File: src/rtl/pgm_mem_pkg.sv
// pgm_mem_pkg: shared types and constants for the PGM memory arbiter.
// Holds the arbiter state encoding and the download region prefixes.
package pgm_mem_pkg;

    typedef enum logic [1:0] {
        ST_IDLE,
        ST_DL_WR,
        ST_RD_A,
        ST_RD_B
    } arb_state_e;

    // ioctl_index[1:0] becomes the top two bits of the word address
    typedef enum logic [1:0] {
        RGN_PROG  = 2'd0,
        RGN_AUDIO = 2'd1,
        RGN_GFX   = 2'd2,
        RGN_SPR   = 2'd3
    } region_e;

    localparam int          TIMEOUT_DEF = 255;
    localparam logic [15:0] RD_ERR_DATA = 16'hFFFF;

    function automatic region_e region_of(input logic [1:0] idx);
        return region_e'(idx);
    endfunction

endpackage

File: src/rtl/pgm_mem_arbiter_if.sv
// pgm_mem_arbiter_if: 16-bit external memory port handshake.
// Level request held until a one-cycle ack from the memory side.
interface pgm_mem_arbiter_if #(
    parameter int ADDR_W = 24
);
    logic              mem_req;
    logic              mem_we;
    logic [ADDR_W-1:0] mem_addr;
    logic [15:0]       mem_din;
    logic              mem_ack;
    logic [15:0]       mem_dout;

    modport master (
        output mem_req,
        output mem_we,
        output mem_addr,
        output mem_din,
        input  mem_ack,
        input  mem_dout
    );

    modport slave (
        input  mem_req,
        input  mem_we,
        input  mem_addr,
        input  mem_din,
        output mem_ack,
        output mem_dout
    );
endinterface

File: src/rtl/pgm_dl_buffer.sv
// pgm_dl_buffer: one-entry holding register for HPS download words.
// While full, the HPS is told to wait and further strobes are dropped.
module pgm_dl_buffer #(
    parameter int AW = 22
) (
    input  logic          CLK_50M,
    input  logic          RESET,
    input  logic          i_wr,
    input  logic [AW-1:0] i_addr,
    input  logic [15:0]   i_data,
    input  logic [1:0]    i_region,
    input  logic          i_clr,
    output logic          o_full,
    output logic          o_wait,
    output logic [AW-1:0] o_addr,
    output logic [15:0]   o_data,
    output logic [1:0]    o_region
);
    logic          r_full;
    logic [AW-1:0] r_addr;
    logic [15:0]   r_data;
    logic [1:0]    r_region;

    // capture a strobe into an empty slot; drain once the write retires
    always_ff @(posedge CLK_50M) begin
        if (RESET) begin
            r_full   <= 1'b0;
            r_addr   <= '0;
            r_data   <= '0;
            r_region <= '0;
        end else if (i_clr) begin
            r_full <= 1'b0;
        end else if (i_wr && !r_full) begin
            r_full   <= 1'b1;
            r_addr   <= i_addr;
            r_data   <= i_data;
            r_region <= i_region;
        end
    end

    assign o_full   = r_full;
    assign o_wait   = r_full;
    assign o_addr   = r_addr;
    assign o_data   = r_data;
    assign o_region = r_region;
endmodule

File: src/rtl/pgm_mem_arbiter.sv
// pgm_mem_arbiter: shares one 16-bit memory port between the HPS
// download stream and the 68000 (A) / Z80 (B) read ports.
module pgm_mem_arbiter
    import pgm_mem_pkg::*;
#(
    parameter int ADDR_W  = 24,
    parameter int TIMEOUT = TIMEOUT_DEF
) (
    input  logic              CLK_50M,
    input  logic              RESET,
    input  logic              ioctl_download,
    input  logic              ioctl_wr,
    input  logic [26:0]       ioctl_addr,
    input  logic [15:0]       ioctl_dout,
    input  logic [7:0]        ioctl_index,
    output logic              ioctl_wait,
    input  logic              a_req,
    input  logic [ADDR_W-1:0] a_addr,
    output logic              a_ack,
    output logic [15:0]       a_data,
    input  logic              b_req,
    input  logic [ADDR_W-1:0] b_addr,
    output logic              b_ack,
    output logic [15:0]       b_data,
    pgm_mem_arbiter_if.master mem,
    output logic              timeout_err
);
    localparam int DL_AW = ADDR_W - 2;
    localparam int WD_W  = ($clog2(TIMEOUT + 1) > 8) ?
                           $clog2(TIMEOUT + 1) : 8;
    localparam logic [WD_W-1:0] WD_LIM = WD_W'(TIMEOUT);

    logic             w_buf_full;
    logic             w_buf_clr;
    logic [DL_AW-1:0] w_buf_addr;
    logic [15:0]      w_buf_data;
    logic [1:0]       w_buf_rgn;
    logic [ADDR_W-1:0] w_dl_addr;
    logic             w_unused_ioctl;

    arb_state_e        r_state;
    logic              r_ptr;
    logic [WD_W-1:0]   r_wd;
    logic              r_mem_req;
    logic              r_mem_we;
    logic [ADDR_W-1:0] r_mem_addr;
    logic [15:0]       r_mem_din;
    logic              r_a_ack;
    logic [15:0]       r_a_data;
    logic              r_b_ack;
    logic [15:0]       r_b_data;
    logic              r_timeout_err;

    logic [WD_W-1:0] w_wd_nxt;
    logic            w_expire;
    logic            w_done;
    logic            w_a_pend;
    logic            w_b_pend;
    logic            w_pick_b;

    assign w_unused_ioctl = ^{ioctl_index[7:2],
                              ioctl_addr[26:ADDR_W-1],
                              ioctl_addr[0]};

    pgm_dl_buffer #(
        .AW (DL_AW)
    ) u_dl_buffer (
        .CLK_50M  (CLK_50M),
        .RESET    (RESET),
        .i_wr     (ioctl_wr),
        .i_addr   (ioctl_addr[ADDR_W-2:1]),
        .i_data   (ioctl_dout),
        .i_region (ioctl_index[1:0]),
        .i_clr    (w_buf_clr),
        .o_full   (w_buf_full),
        .o_wait   (ioctl_wait),
        .o_addr   (w_buf_addr),
        .o_data   (w_buf_data),
        .o_region (w_buf_rgn)
    );

    assign w_dl_addr = {region_of(w_buf_rgn), w_buf_addr};

    // the port acked last cycle still shows req; do not re-grant it
    assign w_a_pend = a_req && !r_a_ack;
    assign w_b_pend = b_req && !r_b_ack;
    assign w_pick_b = w_b_pend && (r_ptr || !w_a_pend);

    assign w_wd_nxt  = r_wd + 1'b1;
    assign w_expire  = !mem.mem_ack && (w_wd_nxt == WD_LIM);
    assign w_done    = mem.mem_ack || w_expire;
    assign w_buf_clr = (r_state == ST_DL_WR) && w_done;

    // grant, access tracking, watchdog and requester acks
    always_ff @(posedge CLK_50M) begin
        if (RESET) begin
            r_state       <= ST_IDLE;
            r_ptr         <= 1'b0;
            r_wd          <= '0;
            r_mem_req     <= 1'b0;
            r_mem_we      <= 1'b0;
            r_mem_addr    <= '0;
            r_mem_din     <= '0;
            r_a_ack       <= 1'b0;
            r_a_data      <= '0;
            r_b_ack       <= 1'b0;
            r_b_data      <= '0;
            r_timeout_err <= 1'b0;
        end else begin
            r_a_ack <= 1'b0;
            r_b_ack <= 1'b0;
            unique case (r_state)
                ST_IDLE: begin
                    r_wd <= '0;
                    if (w_buf_full) begin
                        r_mem_req  <= 1'b1;
                        r_mem_we   <= 1'b1;
                        r_mem_addr <= w_dl_addr;
                        r_mem_din  <= w_buf_data;
                        r_state    <= ST_DL_WR;
                    end else if (!ioctl_download &&
                                 (w_a_pend || w_b_pend)) begin
                        r_mem_req  <= 1'b1;
                        r_mem_we   <= 1'b0;
                        r_mem_addr <= w_pick_b ? b_addr : a_addr;
                        r_state    <= w_pick_b ? ST_RD_B : ST_RD_A;
                    end
                end
                ST_DL_WR: begin
                    r_wd <= w_wd_nxt;
                    if (w_done) begin
                        r_mem_req <= 1'b0;
                        r_mem_we  <= 1'b0;
                        r_state   <= ST_IDLE;
                        if (w_expire) r_timeout_err <= 1'b1;
                    end
                end
                ST_RD_A: begin
                    r_wd <= w_wd_nxt;
                    if (w_done) begin
                        r_mem_req <= 1'b0;
                        r_ptr     <= 1'b1;
                        r_state   <= ST_IDLE;
                        r_a_ack   <= 1'b1;
                        r_a_data  <= w_expire ? RD_ERR_DATA
                                              : mem.mem_dout;
                        if (w_expire) r_timeout_err <= 1'b1;
                    end
                end
                ST_RD_B: begin
                    r_wd <= w_wd_nxt;
                    if (w_done) begin
                        r_mem_req <= 1'b0;
                        r_ptr     <= 1'b0;
                        r_state   <= ST_IDLE;
                        r_b_ack   <= 1'b1;
                        r_b_data  <= w_expire ? RD_ERR_DATA
                                              : mem.mem_dout;
                        if (w_expire) r_timeout_err <= 1'b1;
                    end
                end
            endcase
        end
    end

    assign mem.mem_req  = r_mem_req;
    assign mem.mem_we   = r_mem_we;
    assign mem.mem_addr = r_mem_addr;
    assign mem.mem_din  = r_mem_din;
    assign a_ack        = r_a_ack;
    assign a_data       = r_a_data;
    assign b_ack        = r_b_ack;
    assign b_data       = r_b_data;
    assign timeout_err  = r_timeout_err;
endmodule

File: src/flat_wrapper.sv
// flat-port wrapper written by rule: the top's interface ports become plain ports
module pgm_mem_arbiter_flat import pgm_mem_pkg::*;
#(
    parameter int ADDR_W  = 24,
    parameter int TIMEOUT = TIMEOUT_DEF
)
  (CLK_50M, RESET, ioctl_download, ioctl_wr, ioctl_addr, ioctl_dout, ioctl_index, ioctl_wait, a_req, a_addr, a_ack, a_data, b_req, b_addr, b_ack, b_data, timeout_err, mem_mem_req, mem_mem_we, mem_mem_addr, mem_mem_din, mem_mem_ack, mem_mem_dout);
  pgm_mem_arbiter_if #(.ADDR_W(ADDR_W)) mem_i ();
  input  logic CLK_50M;
  input  logic RESET;
  input  logic ioctl_download;
  input  logic ioctl_wr;
  input  logic [26:0] ioctl_addr;
  input  logic [15:0] ioctl_dout;
  input  logic [7:0] ioctl_index;
  output logic ioctl_wait;
  input  logic a_req;
  input  logic [ADDR_W-1:0] a_addr;
  output logic a_ack;
  output logic [15:0] a_data;
  input  logic b_req;
  input  logic [ADDR_W-1:0] b_addr;
  output logic b_ack;
  output logic [15:0] b_data;
  output logic timeout_err;
  output wire logic [$bits(mem_i.mem_req)-1:0] mem_mem_req;
  output wire logic [$bits(mem_i.mem_we)-1:0] mem_mem_we;
  output wire logic [$bits(mem_i.mem_addr)-1:0] mem_mem_addr;
  output wire logic [$bits(mem_i.mem_din)-1:0] mem_mem_din;
  input wire logic [$bits(mem_i.mem_ack)-1:0] mem_mem_ack;
  input wire logic [$bits(mem_i.mem_dout)-1:0] mem_mem_dout;
  assign mem_mem_req = mem_i.mem_req;
  assign mem_mem_we = mem_i.mem_we;
  assign mem_mem_addr = mem_i.mem_addr;
  assign mem_mem_din = mem_i.mem_din;
  assign mem_i.mem_ack = mem_mem_ack;
  assign mem_i.mem_dout = mem_mem_dout;
  pgm_mem_arbiter #(.ADDR_W(ADDR_W), .TIMEOUT(TIMEOUT)) u_core (.CLK_50M(CLK_50M), .RESET(RESET), .ioctl_download(ioctl_download), .ioctl_wr(ioctl_wr), .ioctl_addr(ioctl_addr), .ioctl_dout(ioctl_dout), .ioctl_index(ioctl_index), .ioctl_wait(ioctl_wait), .a_req(a_req), .a_addr(a_addr), .a_ack(a_ack), .a_data(a_data), .b_req(b_req), .b_addr(b_addr), .b_ack(b_ack), .b_data(b_data), .mem(mem_i), .timeout_err(timeout_err));
endmodule
File: config.mk
export PLATFORM = sky130hd
export DESIGN_NAME = pgm_mem_arbiter_flat
export DESIGN_NICKNAME = d
export VERILOG_FILES = /design/src/rtl/pgm_mem_pkg.sv /design/src/rtl/pgm_mem_arbiter_if.sv /design/src/rtl/pgm_dl_buffer.sv /design/src/rtl/pgm_mem_arbiter.sv /design/src/flat_wrapper.sv
export SDC_FILE = /design/constraint.sdc
export NUM_CORES = 1
export LEC_CHECK = 0
export ABC_AREA = 0
export BUFFER_PORTS_ARGS = -buffer_cell sky130_fd_sc_hd__buf_2
export CORE_MARGIN = 2
export CORE_UTILIZATION = 49
export CTS_CLUSTER_DIAMETER = 100
export DETAILED_ROUTE_END_ITERATION = 10
export GPL_TIMING_DRIVEN = 0
export PLACE_DENSITY = 0.78
export SETUP_SLACK_MARGIN = 0.05
export SLEW_MARGIN = 20
export SYNTH_ARGS = -nofsm -noshare
export SYNTH_HDL_FRONTEND = slang
export SYNTH_HIERARCHICAL = 1
export SYNTH_SLANG_ARGS = --single-unit
File: constraint.sdc
create_clock -name CLK_50M -period 4.2 [get_ports CLK_50M]
set_clock_uncertainty 0.2 [all_clocks]
set_input_delay 0.42 -clock CLK_50M [delete_from_list [all_inputs] [get_ports CLK_50M]]
set_output_delay 0.42 -clock CLK_50M [all_outputs]
set_load 0.005 [all_outputs]
==> impl_metrics.ini <==
[grt]
grt_pass1_wl_mm = 25.6
grt_antenna_before_repair = 0
grt_pass1_vias = 5401
overflow = 0
grt_max_degree = 17
grt.total_usage_pct = 25.0

[logic_synthesis]
synthesis.area_um2 = 5940
synth_compound_area_share_pct = 15.6
synth_xor_area_share_pct = 0.443
synthFlopType = dfxtp_1
ys_seq_area_share_pct = 43.5
synth.net_count = 758
synth_top_area_cell = dfxtp_1
ys_top_cells_by_area = dfxtp_1 (43%), mux2i_1 (11%), nand2b_1 (8.5%), nand2_1 (3.9%), a22o_1 (3.7%)
yosysWarnings = 6
synth.avg_cell_area_um2 = 9.36
synth_top_family_by_area = simple AND/OR/NAND/NOR gates
synth.distinct_cells = 51
yosysTopAreaCellShare_pct = 43.5
synth_edf_count = 0
yosys.area_share.adder_pct = 0.421
synthMuxAreaShare_pct = 10.8
syn-instance-count = 634
synthSimpleGateAreaFrac_pct = 23.0
async_flop_share_pct = 0
synth-seq-cells = 129

[cts]
ctsResizeCount = 0
ctsRootBufferMaster = clkbuf_16
clk_latency_ps = 420
cts.htree.levels = 4
clock_sinks = 129
cts_made_buffers = 17
path_clk_slew_ps = 50
cts_tree = done
clockBufferDepth = 2
cts_hold_buf = 0
cts_setup_buffers = 0

[worst_setup_path]
worst_path_largest_cell_delay_ps = 410
crit_type = flop to flop
reg2reg_from = u_core/r_wd[0]$_SDFF_PP0_
critPathCaptureType = flop
startpoint = u_core/r_wd[0]$_SDFF_PP0_
worstPathArrival_ps = 2860
path_depth = 9
r2r_cells = 9
ff2ff_setup_slack_ps = 1480
crit_fanout = 10
crit_required_ps = 4330
critPathCapture = u_core/u_dl_buffer/o_addr[10]$_SDFFE_PP0P_
worstPathCellList = ha_1 -> or2b_1 -> o21ai_2 -> a21o_2 -> a21oi_1 -> nor3b_1 -> nor3b_4 -> buf_8 -> mux2i_1
cp_top_family = simple AND/OR/NAND/NOR gates
rr_endpoint = u_core/u_dl_buffer/o_addr[10]$_SDFFE_PP0P_
crit_buf_inv = 1
slowest_stage = nor3b_4
crit_path_start_kind = flop

[floorplanning]
die_w_um = 114
start_util_pct = 49.8
fp.dieArea_um2 = 13000
core_area_um2 = 11900
placementRows = 40
fp.dieH_um = 114
io_pins = 200

[sta]
worst_slack_ps = 1480
slew_viol_final = 0
period_minus_slack_ps = 2720
rsz0062_at_grt = false
worst_pin_slew_ps = 656
report.final.setup_viol = 0
relSlewSlack_pct = 56.0
final_hold_viol_count = 0
setup_tns_ps = 0
fin_crit_sh_pct = 64.8
max_freq_ghz = 0.367

[detailed_routing]
ant_nets = 0
routed_via_density = 5.49
wl_per_cell_um = 16.1
dr.pass1.iters = 5
routed_wl_mm = 16.1
dr_total_vias = 5484
drt-initial-drc-count = 328
drcViolationCount = 0

[layout]
stdcell_count = 999
diodes = 0
multi_input_area_um2 = 2980
syn_to_final_growth_pct = 27.9
nNetsFinal = 964
final_util_pct = 63.7
final_layout_size_suffix_gt1_share_pct = 31.0
layout_common_cells = buf_2 (199), dfxtp_1 (129), nand2b_1 (81), mux2i_1 (64), nand2_1 (61)
seq_area_um2 = 2580
n_fill_cell = 1037
final_common_cell = buf_2

[placed_design]
place_ws_ps = 1500
hpwlAfterDp_mm = 12.1
port_buffers = 187
gp_congestion = 0.879
dp.cells = 968

[outcome]
outcome = complete, no violations

[pwr]
p_leak_nw = 3.23
total_power_mw = 3.11
peakVddDrop_v = 0.000236
p_per_area_nw_per_um2 = 410

[job]
cap_violations = 0

[hold_path]
worstHoldPathType = input port to flop
min_path_cells = 3
## cell usage after synthesis (3+ instances only)
library cell / instances
clkbuf_1: 27
nor3b_1: 20
a31oi_1: 17
a211oi_2: 9
o21ai_0: 41
mux2i_1: 64
a22o_1: 25
nand2b_1: 81
buf_2: 12
nor3_1: 19
nand3_1: 3
xor2_1: 3
a211oi_1: 8
nand3b_1: 16
o21ai_1: 3
dfxtp_1: 129
nor2_1: 22
nand2_1: 61
buf_6: 6
buf_8: 7
a21oi_1: 21
inv_1: 4
## state kept, by name, indices dropped and copies added (netlist names)
| signal | count |
|---|---|
| u_core/r_wd | 8 |
| u_core/b_data | 16 |
| u_core/u_dl_buffer/o_region | 2 |
| u_core/u_dl_buffer/o_data | 16 |
| u_core/mem.mem_din | 16 |
| u_core/b_ack | 1 |
| u_core/u_dl_buffer/o_addr | 22 |
| u_core/a_ack | 1 |
| u_core/mem.mem_addr | 24 |
| u_core/r_state | 2 |
| u_core/mem.mem_req | 1 |
| u_core/u_dl_buffer/o_full | 1 |
| u_core/mem.mem_we | 1 |
| u_core/r_ptr | 1 |
| u_core/timeout_err | 1 |
| u_core/a_data | 16 |
## power breakdown
group	internal (mW)	total (mW)	switching [mW]
clock	0.824	1.32	0.500
sequential	1.30	1.34	0.0423
combinational	0.209	0.446	0.238
## stage by stage
step	instance area, um2	hold slack (ps)
2_1_floorplan	5940	232
3_5_place_dp	7060	249
4_1_cts	7590	49.6
5_1_grt	7590	57.2
6_report	7590	60.5
3_3_place_gp	7060	239
## routing by layer
layer	global-route usage, %	vias up	part of all wire [%]	wire, um
met5	0	-	0	0
met4	10.2	0	1.8	296
met3	6.46	27	7.1	1150
met2	42.7	212	50	8050
met1	29.9	2613	41	6630
li1	-	2632	-	-
## worst min path at each step
stage | start | to | slack [ps]
floorplan | u_core/u_dl_buffer/o_data[0]$_SDFFE_PP0P_ | u_core/mem.mem_din[0]$_SDFFE_PP0P_ | 230
global placement | u_core/u_dl_buffer/o_data[7]$_SDFFE_PP0P_ | u_core/mem.mem_din[7]$_SDFFE_PP0P_ | 240
detailed placement | u_core/mem.mem_din[13]$_SDFFE_PP0P_ | u_core/mem.mem_din[13]$_SDFFE_PP0P_ | 250
CTS | ioctl_dout[1] | u_core/u_dl_buffer/o_data[1]$_SDFFE_PP0P_ | 50
global route | ioctl_dout[15] | u_core/u_dl_buffer/o_data[15]$_SDFFE_PP0P_ | 60
finish | ioctl_dout[15] | u_core/u_dl_buffer/o_data[15]$_SDFFE_PP0P_ | 60
## cell families after synthesis
kind of cell    count (synthesis)
compound gates                135
xor+xnor                        3
fa+ha+maj                       2
buf+inv                        60
flops                         129
mux                            64
simple gates                  241
## cell type report
| type | instances | area share [%] |
|---|---|---|
| clock inverters | 5 | 0.362 |
| flip-flops and latches | 129 | 34.0 |
| well taps | 147 | 2.42 |
| clock buffers | 26 | 6.71 |
| multi-input cells | 445 | 39.3 |
| repair buffers | 187 | 12.3 |
| inverters | 4 | 0.198 |
| plain buffers | 56 | 4.70 |
## worst min-delay path, delay by kind of cell
family | cells | cell delay, ps
mux | 1 | 60
buf+inv | 1 | 100
simple gates | 1 | 50
No activity file was read; power rests on OpenSTA's default activity.
